==> src/rtl/axe5000_reset_sequencer.sv <==
// Reset manager for AXE5000 Nios V systems: synchronises and debounces the reset
// buttons, accepts a software request and drives staggered active-low domain resets.
module axe5000_reset_sequencer #(
    parameter int NUM_BTN         = 1,
    parameter int NUM_DOMAINS     = 3,
    parameter int SYNC_STAGES     = 2,
    parameter int DEBOUNCE_CYCLES = 250000,
    parameter int HOLD_CYCLES     = 16,
    parameter int STAGGER_CYCLES  = 64,
    parameter int CNT_W           = 8
) (
    input  logic                   clk_clk,
    input  logic                   reset_reset,
    input  logic [NUM_BTN-1:0]     btn_n,
    input  logic                   sw_reset_req,
    output logic [NUM_DOMAINS-1:0] rst_n_out,
    output logic                   all_released,
    output logic [NUM_BTN-1:0]     btn_state,
    output logic [CNT_W-1:0]       reset_count
);

    localparam int DB_W  = (DEBOUNCE_CYCLES > 1) ? $clog2(DEBOUNCE_CYCLES) : 1;
    localparam int HLD_W = (HOLD_CYCLES > 1)     ? $clog2(HOLD_CYCLES)     : 1;
    localparam int STG_W = (STAGGER_CYCLES > 1)  ? $clog2(STAGGER_CYCLES)  : 1;

    localparam logic [DB_W-1:0]  DB_LAST   = DB_W'(DEBOUNCE_CYCLES - 1);
    localparam logic [HLD_W-1:0] HOLD_LAST = HLD_W'(HOLD_CYCLES - 1);
    localparam logic [STG_W-1:0] STG_LAST  = STG_W'(STAGGER_CYCLES - 1);

    typedef enum logic [1:0] {
        ST_HOLD,
        ST_RELEASE,
        ST_RUN
    } state_e;

    logic [SYNC_STAGES-1:0] sync_q   [NUM_BTN];
    logic [SYNC_STAGES-1:0] sync_d   [NUM_BTN];
    logic [DB_W-1:0]        db_cnt_q [NUM_BTN];
    logic [DB_W-1:0]        db_cnt_d [NUM_BTN];
    logic [NUM_BTN-1:0]     sample;
    logic [NUM_BTN-1:0]     btn_state_q;
    logic [NUM_BTN-1:0]     btn_state_d;
    logic                   pressed;

    state_e                 state_q;
    state_e                 state_d;
    logic [HLD_W-1:0]       hold_cnt_q;
    logic [HLD_W-1:0]       hold_cnt_d;
    logic [STG_W-1:0]       stg_cnt_q;
    logic [STG_W-1:0]       stg_cnt_d;
    logic [NUM_DOMAINS-1:0] rst_n_out_q;
    logic [NUM_DOMAINS-1:0] rst_n_out_d;
    logic                   all_released_q;
    logic                   all_released_d;
    logic [CNT_W-1:0]       reset_count_q;
    logic [CNT_W-1:0]       reset_count_d;

    // Button path: the last synchroniser stage is inverted so a pressed button reads 1.
    always_comb begin
        for (int b = 0; b < NUM_BTN; b++) begin
            sync_d[b] = {sync_q[b][SYNC_STAGES-2:0], btn_n[b]};
            sample[b] = ~sync_q[b][SYNC_STAGES-1];
        end
    end

    always_comb begin
        // NOTE: every output of a combinational block gets a default first, otherwise paths that skip an assignment infer latches.
        btn_state_d = btn_state_q;
        for (int b = 0; b < NUM_BTN; b++) begin
            db_cnt_d[b] = '0;
            if (sample[b] != btn_state_q[b]) begin
                if (db_cnt_q[b] == DB_LAST) begin
                    btn_state_d[b] = sample[b];
                end else begin
                    db_cnt_d[b] = db_cnt_q[b] + DB_W'(1);
                end
            end
        end
    end

    assign pressed = |btn_state_q;

    // Domains release as a thermometer code: each step shifts in one more released bit.
    always_comb begin
        state_d        = state_q;
        hold_cnt_d     = hold_cnt_q;
        stg_cnt_d      = stg_cnt_q;
        rst_n_out_d    = rst_n_out_q;
        all_released_d = all_released_q;
        reset_count_d  = reset_count_q;

        case (state_q)
            ST_HOLD: begin
                rst_n_out_d    = '0;
                all_released_d = 1'b0;
                if (pressed) begin
                    hold_cnt_d = '0;
                end else if (hold_cnt_q == HOLD_LAST) begin
                    hold_cnt_d  = '0;
                    stg_cnt_d   = '0;
                    rst_n_out_d = NUM_DOMAINS'(1);
                    if (&rst_n_out_d) begin
                        state_d        = ST_RUN;
                        all_released_d = 1'b1;
                    end else begin
                        state_d = ST_RELEASE;
                    end
                end else begin
                    hold_cnt_d = hold_cnt_q + HLD_W'(1);
                end
            end

            ST_RELEASE, ST_RUN: begin
                if (pressed || sw_reset_req) begin
                    state_d        = ST_HOLD;
                    hold_cnt_d     = '0;
                    stg_cnt_d      = '0;
                    rst_n_out_d    = '0;
                    all_released_d = 1'b0;
                    if (reset_count_q != '1) begin
                        reset_count_d = reset_count_q + CNT_W'(1);
                    end
                end else if (state_q == ST_RELEASE) begin
                    if (stg_cnt_q == STG_LAST) begin
                        stg_cnt_d   = '0;
                        rst_n_out_d = (rst_n_out_q << 1) | NUM_DOMAINS'(1);
                        if (&rst_n_out_d) begin
                            state_d        = ST_RUN;
                            all_released_d = 1'b1;
                        end
                    end else begin
                        stg_cnt_d = stg_cnt_q + STG_W'(1);
                    end
                end
            end

            default: begin
                state_d        = ST_HOLD;
                hold_cnt_d     = '0;
                stg_cnt_d      = '0;
                rst_n_out_d    = '0;
                all_released_d = 1'b0;
            end
        endcase
    end

    always_ff @(posedge clk_clk or posedge reset_reset) begin
        if (reset_reset) begin
            // NOTE: the synchroniser and debounce arrays are small flop banks, not RAM, so they are reset like any other register.
            for (int b = 0; b < NUM_BTN; b++) begin
                sync_q[b]   <= '1;
                db_cnt_q[b] <= '0;
            end
            btn_state_q <= '0;
        end else begin
            // NOTE: non-blocking assignments here so every flop samples the pre-edge values.
            for (int b = 0; b < NUM_BTN; b++) begin
                sync_q[b]   <= sync_d[b];
                db_cnt_q[b] <= db_cnt_d[b];
            end
            btn_state_q <= btn_state_d;
        end
    end

    always_ff @(posedge clk_clk or posedge reset_reset) begin
        if (reset_reset) begin
            state_q        <= ST_HOLD;
            hold_cnt_q     <= '0;
            stg_cnt_q      <= '0;
            rst_n_out_q    <= '0;
            all_released_q <= 1'b0;
            reset_count_q  <= '0;
        end else begin
            state_q        <= state_d;
            hold_cnt_q     <= hold_cnt_d;
            stg_cnt_q      <= stg_cnt_d;
            rst_n_out_q    <= rst_n_out_d;
            all_released_q <= all_released_d;
            reset_count_q  <= reset_count_d;
        end
    end

    assign rst_n_out    = rst_n_out_q;
    assign all_released = all_released_q;
    assign btn_state    = btn_state_q;
    assign reset_count  = reset_count_q;

endmodule

==> config.mk <==
export PLATFORM = sky130hd
export DESIGN_NAME = axe5000_reset_sequencer
export DESIGN_NICKNAME = d
export VERILOG_FILES = /design/src/rtl/axe5000_reset_sequencer.sv
export SDC_FILE = /design/constraint.sdc
export NUM_CORES = 1
export LEC_CHECK = 0
export BUFFER_PORTS_ARGS = -buffer_cell sky130_fd_sc_hd__buf_2
export CORE_UTILIZATION = 45
export CTS_CLUSTER_DIAMETER = 120
export DETAILED_ROUTE_END_ITERATION = 10
export HOLD_SLACK_MARGIN = 0.06
export PLACE_DENSITY = 0.6
export RECOVER_POWER = 100
export SLEW_MARGIN = 0
export SYNTH_ARGS = -nofsm -noshare
export SYNTH_HDL_FRONTEND = slang
export SYNTH_SLANG_ARGS = --single-unit
==> constraint.sdc <==
create_clock -name clk_clk -period 2 [get_ports clk_clk]
set_input_delay 0.3 -clock clk_clk [delete_from_list [all_inputs] [get_ports clk_clk]]
set_output_delay 0.3 -clock clk_clk [all_outputs]
set_load 0.01 [all_outputs]
## Word level (Yosys, flattened, before mapping)

Index checks and enable logic that the tools add are counted.

- Register bits: 45
- Latch bits: 0
- Memory bits (writable): 0
- Bits in read-only memories: 0
- Bits of input ports: 4
- Output and inout port bits: 13
- Logic and storage cells: 67
- Memories: 0

- Add/sub/neg operators: 4
- Multipliers: 0
- Divide/modulo/power cells: 0
- Order comparisons: 0
- Equality and inequality tests: 13
- Shift-type cells: 0
- Mux-type cells: 30
- Bitwise gates (word level): 1
- Reductions and logical operators: 10

Operators by type and width:

| kind | number |
|---|---|
| two-way mux 18 bit | 2 |
| two-way mux 6 bit | 5 |
| adder 18 x 1 -> 18 bit (second input constant) | 1 |
| == test 18 bit (second input constant) | 1 |
| two-way mux 2 bit | 6 |
| two-way mux 4 bit | 3 |
| case mux 6 bit (2 select lines) | 1 |
| two-way mux 3 bit | 3 |
| != test 3 bit (second input constant) | 3 |
| AND reduction 3 bit | 3 |
| adder 8 x 1 -> 8 bit (second input constant) | 1 |
| != test 8 bit (second input constant) | 1 |
| case mux 4 bit (2 select lines) | 1 |
| two-way mux 1 bit | 7 |
| adder 6 x 1 -> 6 bit (second input constant) | 1 |
| == test 6 bit (second input constant) | 1 |
| != test 2 bit (second input constant) | 3 |
| case mux 3 bit (2 select lines) | 1 |
| AND reduction 2 bit | 3 |
| AND reduction 5 bit | 1 |
| adder 4 x 1 -> 4 bit (second input constant) | 1 |
| == test 4 bit (second input constant) | 1 |
| case mux 2 bit (2 select lines) | 1 |
| == test 2 x 1 -> 1 bit (second input constant) | 1 |
| other kinds (6) | 6 |

## Logic depth before layout (Yosys ltp)

Gate-level depths: netlist of the first run.

- Word-level depth: 6
- Depth in mapped cells: 7
- Mapped depth without buffers: 6

## Worst setup path before layout of the first run

OpenSTA, ideal clock, no wires.

- Path type: register to register
- Start: register db_cnt_q[0] in the netlist's numbering
- End: register db_cnt_q[10] in the netlist's numbering
- Library setup time: 0.121 ns
- Arrival: 1.729 ns
- Data required time: 1.879 ns
- Setup slack: 0.149 ns
- Stages on the path, launching flop included: 7
- Buffers on the path: 1
- Period minus slack after synthesis: 1.851 ns
- Cell sequence: dfrtp_1 > ha_1 > nand3_2 > or3_1 > o21ai_2 > buf_2 > nor2_1

RTL lines:

| item | line | source |
|---|---|---|
| start, declared | 38 | `logic [DB_W-1:0] db_cnt_q [NUM_BTN];` |
| start signal, assigned by index | 159 | `db_cnt_q[b] <= db_cnt_d[b];` |

## Worst setup path after layout of the first run

- Start: register state_q[0]
- End: register reset_count_q[1] (netlist: reset_count[1])

- Longest elaborated chain between the ends: 3
- Elaborated cells between the ends (all ways): 4
- Those cells by class: 2 x eq/ne; 2 x reduce/logical

Ends and longest elaborated chain:

| item | line | source |
|---|---|---|
| start, declared | 45 | `state_e state_q;` |
| start signal, assigned | 174 | `state_q <= state_d;` |
| == test 2 x 1 -> 1 bit or == test 2 bit (tied branches) | 92 | `case (state_q)` |
| OR reduction 2 bit (*) | 92 |  |
| AND reduction 3 bit (no source line) (*) | -- |  |
| end signal, assigned | 179 | `reset_count_q <= reset_count_d;` |
| end, declared | 55 | `logic [CNT_W-1:0] reset_count_q;` |

Every way passes the cells marked *; elsewhere a longest branch is shown, timed or not.
A chain may end at the register's enable or synchronous reset.

==> results of run 1 <==
==> cell usage after synthesis, types with 2 or more instances <==
library cell,instances
dfrtp_1,43
nor2_1,23
nand2_1,17
xnor2_1,16
nand3_1,11
o21ai_1,10
inv_1,8
nand4_1,8
ha_1,7
xor2_1,7
a21oi_1,5
nor3_1,5
nor4_1,5
and3_1,4
nor2b_1,4
o31ai_1,4
a22o_1,3
clkbuf_1,3
a41oi_1,2
and4_1,2
dfstp_2,2
mux2i_1,2
nand2b_1,2
o21ai_0,2
o21bai_1,2
or3_1,2
==> final cells by class <==
type | count | area [um2] | share of cell area (%)
flip-flops and latches | 45 | 1130 | 45.1
multi-input cells | 162 | 1060 | 42.5
repair buffers | 24 | 111 | 4.45
well taps | 67 | 83.8 | 3.35
clock buffers | 7 | 76.3 | 3.05
inverters | 8 | 30.0 | 1.20
clock inverters | 1 | 7.51 | 0.300
==> how the worst max path moves through the flow <==
stage | from | endpoint | slack (ns) | cells past startpoint
6_report | state_q[0]$_DFFE_PP0P_ | reset_count[1]$_DFFE_PP0P_ | 0.14 | 6
5_1_grt | state_q[0]$_DFFE_PP0P_ | reset_count[1]$_DFFE_PP0P_ | 0.05 | 6
4_1_cts | state_q[0]$_DFFE_PP0P_ | stg_cnt_q[0]$_DFFE_PP0P_ | 0.14 | 6
3_5_place_dp | state_q[0]$_DFFE_PP0P_ | stg_cnt_q[0]$_DFFE_PP0P_ | -0.003 | 6
3_3_place_gp | state_q[0]$_DFFE_PP0P_ | stg_cnt_q[0]$_DFFE_PP0P_ | 0.08 | 6
2_1_floorplan | db_cnt_q[0]$_DFF_PP0_ | db_cnt_q[10]$_DFF_PP0_ | 0.15 | 6
==> layer usage <==
| metal | vias to the layer above | global-route usage [%] |
|---|---|---|
| li1 | 835 | - |
| met1 | 756 | 22.8 |
| met2 | 24 | 27.3 |
| met3 | 5 | 4.17 |
| met4 | 0 | 6.54 |
| met5 | - | 0 |
==> sequential cells by signal (all words and copies together), names as in the netlist <==
name	flops
all_released	1
db_cnt_q	18
btn_state	1
rst_n_out	3
state_q	2
sync_q	2
reset_count	8
hold_cnt_q	4
stg_cnt_q	6
==> what timing repair did <==
item / CTS / global route
resized for setup: 1 / 1
hold buffers: 1 / 0
pin swaps: 0 / 0
endpoints found under the hold margin: 14 / 0
endpoints found under the setup margin: 1 / 1
gates cloned: 0 / 0
==> worst max-delay path: stages, from the launching register on <==
cell and delay [ns]:
dfrtp_1 0.40, inv_1 0.06, ha_1 0.29, o21ai_0 0.12, a41oi_1 0.18, clkbuf_1 0.33, mux2_1 0.36
==> kinds of logic (layout without fill, tap and decap cells) <==
kind of cell,count (synthesis),after routing
adders and majority gates,7,7
and+or+nand+nor,95,95
xor gates and xnor gates,23,23
buffers and inverters,12,40
muxes,4,4
AOI/OAI and AO/OA,33,33
DFF,45,45
==> where the power goes <==
| part | switching (mW) | leakage, nW | internal (mW) | total (mW) |
|---|---|---|---|---|
| sequential | 0.136 | 0.605 | 1.03 | 1.16 |
| combinational | 0.317 | 0.419 | 0.222 | 0.540 |
| clock | 0.310 | 0.0385 | 0.248 | 0.558 |
| total | 0.763 | 1.06 | 1.50 | 2.26 |
==> metrics by stage <==
| stage | cell area [um2] | power [mW] | setup TNS, ns | std cells | hold slack [ns] |
|---|---|---|---|---|---|
| CTS | 2550 | 2.31 | 0 | 314 | 0.0866 |
| floorplan | 2240 | 1.56 | 0 | 219 | 0.304 |
| detailed placement | 2450 | 1.75 | -0.00265 | 305 | 0.295 |
| finish | 2500 | 2.26 | 0 | 314 | 0.0973 |
| global route | 2500 | 2.40 | 0 | 314 | 0.0785 |
| global placement | 2450 | 1.74 | 0 | 305 | 0.298 |
==> impl_metrics.env, run 1 <==
export IMPL_status="finished clean"
export IMPL_post_cts_buffers=0
export IMPL_slew_violations=0
export IMPL_cts_root_buf="clkbuf_8"
export IMPL_post_place_ws_ns=-0.00265
export IMPL_finalCritPeriodShare_pct=92.8
export IMPL_r2r_start="state_q[0]$_DFFE_PP0P_"
export IMPL_grt_util_all_layers_pct=17.2
export IMPL_reg2reg_depth=6
export IMPL_yosysWarnings=0
export IMPL_p_per_area_nw_per_um2=904
export IMPL_relSlewSlack_pct=56.5
export IMPL_synth_seq_area_share_pct=50.4
export IMPL_synth_xor_area_share_pct=9.00
export IMPL_final_util_pct=52.6
export IMPL_dp_hpwl_um=2920
export IMPL_crit_arrival_ns=2.04
export IMPL_crit_path_end_kind="flop"
export IMPL_hold_path_cell_count=1
export IMPL_tritoncts="done"
export IMPL_antenna_found_initial=0
export IMPL_synth_fa_ha_area_share_pct=3.91
export IMPL_layout_commonest_cell="dfrtp_1"
export IMPL_min_to="sync_q[0]$_DFF_PP1_"
export IMPL_grt_pass1_vias=1545
export IMPL_m1WireLength_um=2030
export IMPL_gp_congestion=0.767
export IMPL_routed_wl_met3_um=134
export IMPL_synthArstFlopShare_pct=100
export IMPL_cts_sinks=45
export IMPL_antenna_cells=0
export IMPL_path_clk_slew_ns=0.09
export IMPL_synth_area_leaders="dfrtp_1, xnor2_1, ha_1"
export IMPL_viasPerCell=5.16
export IMPL_netlist_area_um2=2240
export IMPL_die_y_um=72.5
export IMPL_synthToLayoutAreaGrowth_pct=11.8
export IMPL_tightestPinTransition_ns=0.651
export IMPL_hp_start="btn_n"
export IMPL_grt_pass1_wl_um=6960
export IMPL_h_tree_depth=2
export IMPL_drtIter0Drc=75
export IMPL_synth_compound_area_share_pct=9.50
export IMPL_r2r_slack_ns=0.14
export IMPL_synth_ff_latch_count=45
export IMPL_ant_nets=0
export IMPL_die_area_um2=5260
export IMPL_synth_top_area_share_pct=48.1
export IMPL_grt_start_max_net_pins=19
export IMPL_synthDistinctLibCells=46
export IMPL_cts_buffers=5
export IMPL_p_leak_nw=1.06
export IMPL_cp_data_required_time_ns=2.18
export IMPL_netlist_instances=219
export IMPL_io_pins=17
export IMPL_layout_common_cells="dfrtp_1, nor2_1, nand2_1, clkbuf_1, xnor2_1"
export IMPL_syn_nets=230
export IMPL_finalNetCount=257
export IMPL_hold_class="in -> reg"
export IMPL_drc=0
export IMPL_route_met2_wl_um=1850
export IMPL_layout_drive_gt1_share_pct=9.72
export IMPL_synth_edf_count=0
export IMPL_clock_latency_ns=0.30
export IMPL_postSynthAreaPerCell_um2=10.2
export IMPL_die_x_um=72.5
export IMPL_crit_path_start_kind="flop"
export IMPL_yosys_mux_area_fraction_pct=1.90
export IMPL_setup_viol=0
export IMPL_core_area_um2=4750
export IMPL_fin_skew_ns=0.00573
export IMPL_clock_path_buffers=2
export IMPL_num_vias=1620
export IMPL_initial_core_util_pct=47.1
export IMPL_yosys_area_share_simple_pct=23.2
export IMPL_worst_path_max_fanout=8
export IMPL_rows=25
export IMPL_finalWirelength_um=4060
export IMPL_io_buffers=16
export IMPL_wl_per_cell_um=12.9
export IMPL_max_freq_mhz=539
export IMPL_synth_main_ff_cell="dfrtp_1"
export IMPL_r2r_end="reset_count[1]$_DFFE_PP0P_"
export IMPL_fillerInstances=459
export IMPL_hold_viol_final=0
export IMPL_synth_top_family_by_area="simple AND/OR/NAND/NOR gates"
export IMPL_worst_slack_ns=0.144
export IMPL_yosysTopAreaCell="dfrtp_1"
export IMPL_maxCapViolCount=0
export IMPL_top_layer_used="met4"
export IMPL_grt_remaining_overflow=0
export IMPL_dr_pass1_iters=4
export IMPL_period_minus_slack_ns=1.86
export IMPL_critPathKind="reg -> reg"
export IMPL_rsz0062_at_grt="no"
export IMPL_ir_worst_vdd_v=0.000872
Note: power is estimated with default switching activity, not from simulation.
==> run 2, diff against run 1 <==
CORE_ASPECT_RATIO = 1.2   (was not set)
SETUP_SLACK_MARGIN = 0.4   (was not set)
==> run 2 against run 1 <==
Effect of this change:
- global-route usage is 3.2 points higher
- maximum frequency is 3.3% higher
- worst setup slack better by 0.060 ns
- critical path type unchanged
- wire length is 30% higher
- register-to-register slack better by 0.06 ns
- final cell count is 5.7% higher
- die area hardly changed
- sequential share of layout area is 6.6 points lower
- clock skew is 0.0073 ns higher
- largest power group unchanged
- sequential cell count stayed put
- final area is 18% higher
==> impl_metrics.env, run 2 (same netlist as run 1, synthesis figures left out) <==
export IMPL_tritoncts="done"
export IMPL_final_area_um2=2940
export IMPL_setup_viol=0
export IMPL_clock_latency_ns=0.30
export IMPL_rsz0062_at_grt="yes"
export IMPL_critPathKind="reg -> reg"
export IMPL_p_leak_nw=1.23
export IMPL_finalNetCount=284
export IMPL_dp_hpwl_um=3080
export IMPL_num_vias=1822
export IMPL_h_tree_depth=2
export IMPL_worst_path_max_fanout=4
export IMPL_crit_arrival_ns=1.98
export IMPL_period_minus_slack_ns=1.80
export IMPL_layout_common_cells="dfrtp_1, buf_4, nand2_1, clkbuf_1, xnor2_1"
export IMPL_maxCapViolCount=0
export IMPL_largest_reg_flops=18
export IMPL_finalCritPeriodShare_pct=89.8
export IMPL_antenna_cells=0
export IMPL_hold_class="in -> reg"
export IMPL_dpl_cell_count=294
export IMPL_ant_nets=0
export IMPL_cts_root_buf="clkbuf_8"
export IMPL_hold_viol_final=0
export IMPL_cp_data_required_time_ns=2.18
export IMPL_clock_path_buffers=2
export IMPL_wl_per_cell_um=15.9
export IMPL_viasPerCell=5.49
export IMPL_core_area_um2=4700
export IMPL_max_freq_mhz=557
export IMPL_fin_setup_tns_ns=0
export IMPL_rows=27
export IMPL_grt_pass1_vias=1782
export IMPL_layout_drive_gt1_share_pct=28.5
export IMPL_multi_input_area_um2=1210
export IMPL_drtIter0Drc=97
export IMPL_slew_violations=0
export IMPL_die_area_um2=5260
export IMPL_synthToLayoutAreaGrowth_pct=31.5
export IMPL_regMostFlops="db_cnt_q"
export IMPL_placed_cell_area_um2=2480
export IMPL_die_x_um=66.4
export IMPL_die_y_um=79.3
export IMPL_grt_remaining_overflow=0
export IMPL_status="finished clean"
export IMPL_regArea_um2=1130
export IMPL_crit_path_end_kind="flop"
export IMPL_relSlewSlack_pct=63.1
export IMPL_ir_worst_vdd_v=0.000550
export IMPL_cts_buffers=5
export IMPL_drc=0
export IMPL_cts_sinks=45
export IMPL_p_per_area_nw_per_um2=848
export IMPL_finalWirelength_um=5260
export IMPL_grt_pass1_wl_um=8070
export IMPL_io_pins=17
export IMPL_fin_skew_ns=0.0130
export IMPL_grt_start_max_net_pins=19
export IMPL_initial_core_util_pct=47.7
export IMPL_io_buffers=16
export IMPL_hold_ws_ns=0.101
export IMPL_path_clk_slew_ns=0.08
export IMPL_tightestPinTransition_ns=0.553
export IMPL_gp_congestion=0.847
export IMPL_layout_commonest_cell="dfrtp_1"
export IMPL_grt_util_all_layers_pct=20.4
export IMPL_crit_path_start_kind="flop"
export IMPL_dr_pass1_iters=4
export IMPL_instances_no_fill=332
export IMPL_antenna_found_initial=0
export IMPL_fillerInstances=415
-- run 2: worst paths after layout --
kind / start / endpoint / slack (ns) / depth (start not counted)
worst max-delay path: db_cnt_q[1]$_DFF_PP0_ / db_cnt_q[17]$_DFF_PP0_ / 0.20 / 7
worst min-delay path: btn_n / sync_q[0]$_DFF_PP1_ / 0.10 / 1
worst max register to register: db_cnt_q[1]$_DFF_PP0_ / db_cnt_q[17]$_DFF_PP0_ / 0.20 / 7
worst min register to register: sync_q[0]$_DFF_PP1_ / sync_q[1]$_DFF_PP1_ / 0.36 / 0
max in group asynchronous: reset_reset / db_cnt_q[4]$_DFF_PP0_ / 0.53 / 4
min in group asynchronous: reset_reset / reset_count[5]$_DFFE_PP0P_ / 0.59 / 3
-- run 2: where the power goes --
part	switching, mW	internal, mW	total (mW)
Sequential	0.132	1.03	1.16
Clock	0.296	0.246	0.541
Combinational	0.419	0.375	0.794
-- run 2: critical path: stages (launching register included) --
cell,delay [ns]
dfrtp_1,0.38
ha_1,0.25
nand3_4,0.10
or3_1,0.44
o21ai_4,0.18
buf_6,0.15
clkbuf_16,0.15
a21oi_1,0.04
-- run 2: per-layer routing --
layer / share of wire, % / vias to the layer above / wire (um) / track usage (%)
li1: - / 887 / - / -
met1: 42 / 897 / 2220 / 24.0
met2: 54 / 28 / 2830 / 35.5
met3: 2.1 / 10 / 112 / 4.60
met4: 2.0 / 0 / 106 / 8.09
met5: 0 / - / 0 / 0
-- run 2: area by class of cell --
cell class | instances | area share (%)
tap | 58 | 2.46
inverter | 8 | 1.02
sequential | 45 | 38.5
timing repair buffer | 51 | 13.9
clock buffer | 7 | 2.59
clock inverter | 1 | 0.170
multi-input combinational | 162 | 41.3
-- run 2: metrics by stage --
step                      power (mW)  setup WS, ns  util (%)
after global routing            2.67         0.145      62.7
after global placement          1.75         0.250      52.8
after floorplan                 1.58         0.366         -
after detailed placement        1.76         0.214      52.8
final                           2.50         0.204      62.7
after CTS                       2.44         0.346      59.6
-- run 2: what timing repair did --
item                                    CTS  global route
setup buffers                            20             5
endpoints found under the setup margin   31            29
pin swaps                                 6             8
hold buffers                              1             0
gates cloned                              1             3
hold endpoints to repair                 12             0
resized for setup                        14            39
